**config.mk**
```make
export PLATFORM = sky130hd
export DESIGN_NAME = rx_frame_ctrl
export DESIGN_NICKNAME = d
export VERILOG_FILES = /design/src/rtl/rx_frame_ctrl.sv
export SDC_FILE = /design/constraint.sdc
export NUM_CORES = 1
export LEC_CHECK = 0
export ABC_AREA = 1
export BUFFER_PORTS_ARGS = -buffer_cell sky130_fd_sc_hd__clkbuf_2
export CAP_MARGIN = 20
export CELL_PAD_IN_SITES_DETAIL_PLACEMENT = 1
export CELL_PAD_IN_SITES_GLOBAL_PLACEMENT = 1
export CORE_MARGIN = 4
export CORE_UTILIZATION = 43
export DETAILED_ROUTE_END_ITERATION = 10
export GPL_ROUTABILITY_DRIVEN = 1
export PLACE_DENSITY = 0.83
export SYNTH_ARGS = -nofsm -noshare
export SYNTH_HDL_FRONTEND = slang
export SYNTH_SLANG_ARGS = --single-unit
```
**constraint.sdc**
```tcl
create_clock -name clk -period 1.8 [get_ports clk]
set_clock_uncertainty 0.1 [all_clocks]
set_input_delay 0.27 -clock clk [delete_from_list [all_inputs] [get_ports clk]]
set_output_delay 0.27 -clock clk [all_outputs]
set_load 0.005 [all_outputs]
```
**src/rtl/rx_frame_ctrl.sv**
```systemverilog
// rx_frame_ctrl: oversampled asynchronous serial receiver.
// Frame format: start bit, DATA_BITS data bits (LSB first), optional parity
// bit, STOP_BITS stop bits. The received word is held behind a valid/ready
// handshake; a frame that completes while the previous word is still held
// and not being taken is dropped and flagged as an overrun.
//
// state    | meaning
// ---------+------------------------------------------------------------
// S_IDLE   | line idle, waiting for a high-to-low transition
// S_START  | timing to mid start bit to confirm it is still low
// S_DATA   | sampling data bits at mid-bit, shifting in LSB first
// S_PARITY | sampling the parity bit
// S_STOP   | sampling stop bits; leaves mid last stop bit
module rx_frame_ctrl #(
   parameter int DATA_BITS   = 8,
   parameter int PARITY_MODE = 1,
   parameter int STOP_BITS   = 1,
   parameter int OVERSAMPLE  = 16
) (
   input  logic                 clk,
   input  logic                 reset,
   input  logic                 rx_serial,
   input  logic                 baud_tick,
   input  logic                 rx_ready,
   output logic [DATA_BITS-1:0] rx_data,
   output logic                 rx_valid,
   output logic                 parity_error,
   output logic                 framing_error,
   output logic                 overrun_error,
   output logic                 busy
);

   localparam int TICK_W = $clog2(OVERSAMPLE);
   localparam logic [TICK_W-1:0] TICK_HALF = TICK_W'(OVERSAMPLE / 2 - 1);
   localparam logic [TICK_W-1:0] TICK_FULL = TICK_W'(OVERSAMPLE - 1);
   localparam logic [3:0] BIT_LAST_DATA = 4'(DATA_BITS - 1);
   localparam logic [3:0] BIT_LAST_STOP = 4'(STOP_BITS - 1);

   typedef enum logic [2:0] {
      S_IDLE   = 3'd0,
      S_START  = 3'd1,
      S_DATA   = 3'd2,
      S_PARITY = 3'd3,
      S_STOP   = 3'd4
   } state_t;

   state_t                state_q, state_d;
   logic                  sync1_q, sync1_d;
   logic                  sync2_q, sync2_d;
   logic                  line_prev_q, line_prev_d;
   logic [TICK_W-1:0]     tick_q, tick_d;
   logic [3:0]            bit_q, bit_d;
   logic [DATA_BITS-1:0]  shift_q, shift_d;
   logic                  frame_pe_q, frame_pe_d;
   logic                  frame_fe_q, frame_fe_d;
   logic                  done_q, done_d;
   logic [DATA_BITS-1:0]  data_q, data_d;
   logic                  valid_q, valid_d;
   logic                  pe_q, pe_d;
   logic                  fe_q, fe_d;
   logic                  ovr_q, ovr_d;

   logic                  line;
   logic                  fall_det;
   logic                  half_hit;
   logic                  full_hit;
   logic                  accept;

   assign line = sync2_q;

   // State register plus all datapath flops.
   always_ff @(posedge clk or posedge reset) begin
      if (reset) begin
         state_q     <= S_IDLE;
         sync1_q     <= 1'b1;
         sync2_q     <= 1'b1;
         line_prev_q <= 1'b1;
         tick_q      <= '0;
         bit_q       <= '0;
         shift_q     <= '0;
         frame_pe_q  <= 1'b0;
         frame_fe_q  <= 1'b0;
         done_q      <= 1'b0;
         data_q      <= '0;
         valid_q     <= 1'b0;
         pe_q        <= 1'b0;
         fe_q        <= 1'b0;
         ovr_q       <= 1'b0;
      end else begin
         state_q     <= state_d;
         sync1_q     <= sync1_d;
         sync2_q     <= sync2_d;
         line_prev_q <= line_prev_d;
         tick_q      <= tick_d;
         bit_q       <= bit_d;
         shift_q     <= shift_d;
         frame_pe_q  <= frame_pe_d;
         frame_fe_q  <= frame_fe_d;
         done_q      <= done_d;
         data_q      <= data_d;
         valid_q     <= valid_d;
         pe_q        <= pe_d;
         fe_q        <= fe_d;
         ovr_q       <= ovr_d;
      end
   end

   // Next-state decode; unknown encodings fall back to IDLE.
   always_comb begin
      state_d = state_q;
      case (state_q)
         S_IDLE:   if (fall_det) state_d = S_START;
         S_START:  if (baud_tick && half_hit) state_d = line ? S_IDLE : S_DATA;
         S_DATA:   if (baud_tick && full_hit && bit_q == BIT_LAST_DATA)
                      state_d = (PARITY_MODE != 0) ? S_PARITY : S_STOP;
         S_PARITY: if (baud_tick && full_hit) state_d = S_STOP;
         S_STOP:   if (baud_tick && full_hit && bit_q == BIT_LAST_STOP) state_d = S_IDLE;
         default:  state_d = S_IDLE;
      endcase
   end

   // FSM outputs and sample-point strobes.
   always_comb begin
      busy     = (state_q != S_IDLE);
      fall_det = line_prev_q & ~line;
      half_hit = (tick_q == TICK_HALF);
      full_hit = (tick_q == TICK_FULL);
   end

   // Synchroniser, counters, shift register and per-frame flags.
   always_comb begin
      sync1_d     = rx_serial;
      sync2_d     = sync1_q;
      line_prev_d = sync2_q;
      tick_d      = tick_q;
      bit_d       = bit_q;
      shift_d     = shift_q;
      frame_pe_d  = frame_pe_q;
      frame_fe_d  = frame_fe_q;
      done_d      = 1'b0;
      case (state_q)
         S_IDLE: begin
            tick_d = '0;
            bit_d  = '0;
            if (fall_det) begin
               frame_pe_d = 1'b0;
               frame_fe_d = 1'b0;
            end
         end
         S_START: begin
            if (baud_tick) begin
               if (half_hit) begin
                  tick_d = '0;
                  bit_d  = '0;
               end else begin
                  tick_d = tick_q + 1'b1;
               end
            end
         end
         S_DATA: begin
            if (baud_tick) begin
               if (full_hit) begin
                  tick_d  = '0;
                  shift_d = {line, shift_q[DATA_BITS-1:1]};
                  bit_d   = (bit_q == BIT_LAST_DATA) ? 4'd0 : bit_q + 4'd1;
               end else begin
                  tick_d = tick_q + 1'b1;
               end
            end
         end
         S_PARITY: begin
            if (baud_tick) begin
               if (full_hit) begin
                  tick_d = '0;
                  if (PARITY_MODE == 1)      frame_pe_d = ^shift_q ^ line;
                  else if (PARITY_MODE == 2) frame_pe_d = ~(^shift_q ^ line);
                  else                       frame_pe_d = 1'b0;
               end else begin
                  tick_d = tick_q + 1'b1;
               end
            end
         end
         S_STOP: begin
            if (baud_tick) begin
               if (full_hit) begin
                  tick_d = '0;
                  if (!line) frame_fe_d = 1'b1;
                  if (bit_q == BIT_LAST_STOP) begin
                     bit_d  = '0;
                     done_d = 1'b1;
                  end else begin
                     bit_d = bit_q + 4'd1;
                  end
               end else begin
                  tick_d = tick_q + 1'b1;
               end
            end
         end
         default: begin
            tick_d = '0;
            bit_d  = '0;
         end
      endcase
   end

   // Output holding register with valid/ready handshake and overrun tracking.
   always_comb begin
      accept  = valid_q & rx_ready;
      data_d  = data_q;
      valid_d = valid_q;
      pe_d    = pe_q;
      fe_d    = fe_q;
      ovr_d   = ovr_q;
      if (accept) begin
         valid_d = 1'b0;
         ovr_d   = 1'b0;
      end
      if (done_q) begin
         if (!valid_q || accept) begin
            data_d  = shift_q;
            pe_d    = frame_pe_q;
            fe_d    = frame_fe_q;
            valid_d = 1'b1;
         end else begin
            ovr_d = 1'b1;
         end
      end
   end

   assign rx_data       = data_q;
   assign rx_valid      = valid_q;
   assign parity_error  = (PARITY_MODE != 0) & pe_q;
   assign framing_error = fe_q;
   assign overrun_error = ovr_q;

endmodule
```
# == Word-level counts from Yosys, hierarchy flattened ==
# Cells that the tools add are included.
# totals
regBits,37
latchBits,0
ramBits,0
rom_bits,0
input_bits,5
output_inout_bits,13
elab_cells,103
mem_count,0
# op_classes
n_addsub,2
n_mul,0
n_div,0
magnitude_cmp,0
eq_ne,22
shifts,0
muxes,39
bitwise,5
reduce_logical,20
# ops
operator,n
4-bit 2-to-1 mux,12
"2-bit != test, second input constant",14
1-bit 2-to-1 mux,16
4-bit one-hot mux with 4 select lines,1
3-bit 2-to-1 mux,5
3-bit one-hot mux with 5 select lines,1
5-bit AND reduction,2
"4-bit by 1-bit adder with 4-bit output, second input constant",2
"4-bit by 3-bit == test with 1-bit output, second input constant",2
4-bit one-hot mux with 2 select lines,1
8-bit parity,1
7-bit AND reduction,1
"3-bit by 2-bit == test with 1-bit output, second input constant",2
"4-bit == test, second input constant",1
1-bit logical AND,4
4-bit logical NOT,1
1-bit one-hot mux with 2 select lines,2
2-bit AND reduction,2
4-bit AND reduction,1
2-bit nonzero test,2
"3-bit by 1-bit == test with 1-bit output, second input constant",1
"3-bit == test, second input constant",1
3-bit logical NOT,1
3-bit AND reduction,1
other kinds (9),11

# == Logic depth before layout (Yosys ltp) ==
# logic_depth
word_depth,5
mapped_depth,11

# == Least setup slack after synthesis ==
# Ideal clock, no wire load.
# synth_timing
path_type,register to register
start,register tick_q[0]
end,register state_q[0]
setup_time_ns,0.123
arrival_ns,1.224
path_slack_ns,0.353
stages_incl_launch_ff,11
n_path_buf,0
synth_period_minus_slack_ns,1.447
cell_sequence,dfrtp_1 ha_1 nand2_2 nor2_4 nand2_4 clkinv_2 nand2_2 nand2_1 nand2_1 o21ai_0 nand2_1
# synth_between
elab_chain_cells,5
# synth_lines
element,line,source
"start, declared",51,"logic [TICK_W-1:0] tick_q, tick_d;"
"start signal, assigned",94,tick_q <= tick_d;
4-bit == test,127,full_hit = (tick_q == TICK_FULL);
1-bit logical AND,"114, 116, 117",
1-bit logical AND (on tied branches),"117, 114",
2-bit != test (no line),-,
5-bit AND reduction (no line) (*),-,
"end signal, assigned",90,state_q <= state_d;
"end, declared",47,"state_t state_q, state_d;"
# Every way passes the cells marked *; elsewhere a longest branch is shown, timed or not.
# A chain may end at the register's enable or synchronous reset.

# == Worst setup path in the final report ==
# Ends and elaborated chain as after synthesis.

==> results.json <==
{
  "core.rowCount": 23,
  "cts_buffer_depth": 2,
  "synth_register_bits": 37,
  "async_set_or_reset_register_ratio_after_synthesis_pct": 100,
  "timing.critical_path.cells": "ha_2 > nand2_2 > nor2_4 > nand2_4 > clkinv_2 > nand2_2 > nand2_1 > nand2_1 > o21ai_0 > nand2_1",
  "numCtsBuffers": 5,
  "end_kind": "flip-flop",
  "gr-usage-met2_pct": 25.6,
  "r2r-start": "tick_q[0]",
  "min-delay-path-class": "input port to flip-flop",
  "synth.yosys.warnings": 0,
  "rr_endpoint": "state_q[0]",
  "timing.reg2reg.worst_path_depth": 10,
  "synth-main-ff-cell": "sky130_fd_sc_hd__dfrtp_1",
  "num_antenna_cells": 0,
  "setup_tns_ps": 0,
  "synth-adder-area-share_pct": 2.07,
  "synth_top_area_share_pct": 46.9,
  "power_per_cell_area_mw_per_mm2": 1190,
  "post-cts-setup-buffers": 0,
  "hold-path-endpoint": "overrun_error",
  "drt_iter0_drc": 63,
  "peakVddDrop_mv": 0.547,
  "max_slew.worst_pin.slew_ps": 455,
  "clkTransAtPathRegs_ps": 80,
  "crit_type": "flip-flop to flip-flop",
  "place.detailed.instances": 289,
  "synthCells": 222,
  "setup_repair_after_global_routing_missed_its_margin": "false",
  "finalNetCount": 256,
  "start_kind": "flip-flop",
  "fin_cells": 299,
  "worst_hold_path.num_cells": 4,
  "setup_viol": 0,
  "first_global_vias": 1505,
  "grt_antenna_before_repair": 0,
  "drive_gt1_share_pct": 19.7,
  "chipWidth_um": 73.0,
  "grt_pass1_wl_mm": 6.74,
  "synth_top_cell_by_area": "sky130_fd_sc_hd__dfrtp_1",
  "count_of_unresolved_drc_violations_after_routing": 0,
  "route.antenna.remaining_nets": 0,
  "clock_latency_ps": 290,
  "syn-cell-area_mm2": 0.00181,
  "met3_usage_pct": 4.41,
  "place.detailed.hpwl_mm": 2.83,
  "synth.cells.most_frequent": "sky130_fd_sc_hd__nand2_1 (74), sky130_fd_sc_hd__dfrtp_1 (34), sky130_fd_sc_hd__o21ai_0 (29), sky130_fd_sc_hd__inv_1 (27), sky130_fd_sc_hd__nand3_1 (13)",
  "yosys.cell_count.top_type": "sky130_fd_sc_hd__nand2_1",
  "timing.final.crit_share_pct": 90.8,
  "core_mm2": 0.00403,
  "final_core_util_pct": 51.7,
  "synth.top_cells.by_area": "sky130_fd_sc_hd__dfrtp_1 (47%), sky130_fd_sc_hd__nand2_1 (15%), sky130_fd_sc_hd__o21ai_0 (8.0%)",
  "grt_busiest_layer": "met2",
  "cts_max_level": 2,
  "run_status": "finished, final reports clean",
  "gpl.final_weighted_congestion": 0.803,
  "final_hold_viol_count": 0,
  "finalPower_mw": 2.47,
  "cp_common_cell": "sky130_fd_sc_hd__nand2_1",
  "wl_per_cell_um": 12.5,
  "detail_route.vias_per_cell": 4.95,
  "worst_ep_required_time_ps": 1880,
  "final-max-slew-violation-count": 0,
  "slew-limit-headroom_pct": 69.6,
  "synth_top_family_by_area": "simple AND/OR/NAND/NOR gates",
  "synth_seq_area_share_pct": 51.2,
  "synth_xor_xnor_area_share_pct": 1.45,
  "power.leakage_nw": 1.07,
  "worstPathMaxFanout": 6,
  "dr_pass1_iterations": 4,
  "grt_util_all_layers_pct": 16.3,
  "timing.critical_path.slowest_stage_cell": "sky130_fd_sc_hd__dfrtp_1",
  "timing.fmax_mhz": 612,
  "num_clock_sinks": 37,
  "die_height_um": 73.0,
  "synth_cell_type_count": 28,
  "detailroute.via_count": 1479,
  "multiplexer_area_fraction_after_synthesis_pct": 1.24,
  "synth_compound_gate_area_share_pct": 10.6,
  "total_i_o_pin_count": 18,
  "cp-startpoint": "tick_q[0]",
  "min-delay-start": "rx_ready",
  "drv.max_cap_violation_count": 0,
  "postRouteWirelength_mm": 3.72,
  "grt_max_degree": 38,
  "tritoncts_clock_tree": "built",
  "synth-edff-count": 0,
  "post_synth_and_or_nand_nor_area_fraction_pct": 26.1,
  "buffer_ports.inserted": 17,
  "cts.root.buffer_cell": "sky130_fd_sc_hd__clkbuf_8",
  "synthesis.nets": 230,
  "grt_overflow_total": 0,
  "ff2ff_setup_slack_ps": 160,
  "initial_core_util_pct": 45.0,
  "crit_arrival_ps": 1710,
  "min_period_ps": 1640,
  "area_growth_pct": 14.8,
  "use_met1_pct": 21.9,
  "die_area_mm2": 0.00532,
  "syn-mean-instance-area_um2": 8.17,
  "max_stage_delay_ps": 380
}
## flip-flops by register name (all words and copies together), names as in the netlist
signal         flops
bit_q              4
done_q             1
frame_fe_q         1
frame_pe_q         1
framing_error      1
line               1
line_prev_q        1
overrun_error      1
parity_error       1
rx_data            8
rx_valid           1
shift_q            8
state_q            3
sync1_q            1
tick_q             4
## worst max-delay path, delay by kind of cell, from the launching register on
kind	cells	cell delay, ps
compound gates	1	150
fa+ha+maj	1	210
buf+inv	1	80
flops	1	380
simple gates	7	600
## per-stage QoR
step / area [um^2] / worst slack [ps] / hold WS, ps
3_3_place_gp: 1960 / 275 / 250
2_1_floorplan: 1810 / 353 / 174
6_report: 2080 / 165 / 144
5_1_grt: 2080 / 5.76 / 164
4_1_cts: 2080 / 137 / 141
3_5_place_dp: 1960 / 159 / 248
## cells in the final DEF, fill, tap and decap left out, types with 3 or more instances in the layout
cell                       count
sky130_fd_sc_hd__nand2_1      74
sky130_fd_sc_hd__dfrtp_1      34
sky130_fd_sc_hd__o21ai_0      29
sky130_fd_sc_hd__inv_1        27
sky130_fd_sc_hd__clkbuf_2     17
sky130_fd_sc_hd__nand3_1      13
sky130_fd_sc_hd__nor2_1        6
sky130_fd_sc_hd__clkbuf_8      6
sky130_fd_sc_hd__a21oi_1       4
sky130_fd_sc_hd__nor2_2        3
sky130_fd_sc_hd__nand2_2       3
sky130_fd_sc_hd__inv_2         3
sky130_fd_sc_hd__dfstp_2       3
## how the worst max path moves through the flow
stage                      end  depth (start not counted)
floorplan           state_q[0]                         10
global placement    state_q[0]                         10
detailed placement  state_q[0]                         10
CTS                 state_q[0]                         10
global route        state_q[0]                         10
finish              state_q[0]                         10
## logic make-up (layout without fill, tap and decap cells)
logic type | count (synthesis) | after routing
AOI/OAI and AO/OA | 37 | 37
xor gates and xnor gates | 3 | 3
adders and majority gates | 3 | 3
buffers and inverters | 33 | 60
DFF | 37 | 37
muxes | 2 | 2
and+or+nand+nor | 107 | 107
## layout make-up
class | count | area [um^2]
fillers | 502 | 1950
flip-flops and latches | 37 | 930
multi-input cells | 152 | 757
repair buffers | 21 | 120
inverters | 31 | 118
clock buffers | 6 | 82.6
well taps | 50 | 62.6
clock inverters | 2 | 13.8
## per-layer routing
| metal | vias up | wire [um] |
|---|---|---|
| met3 | 6 | 149 |
| met5 | - | 0 |
| met2 | 23 | 1710 |
| met1 | 700 | 1810 |
| li1 | 750 | - |
| met4 | 0 | 53 |
## what timing repair did
| action | in CTS | in global routing |
|---|---|---|
| setup endpoints to repair | 0 | 1 |
| hold endpoints to repair | 35 | 0 |
| gates resized for setup | 0 | 2 |
| hold buffers | 2 | 0 |
## power by group
part | switching, mW | total [mW] | internal, mW | leakage [nW]
clock network | 0.308 | 0.618 | 0.310 | 0.0512
logic | 0.528 | 0.797 | 0.269 | 0.529
registers | 0.111 | 1.06 | 0.945 | 0.494
Power figures use the tool's default switching activity.
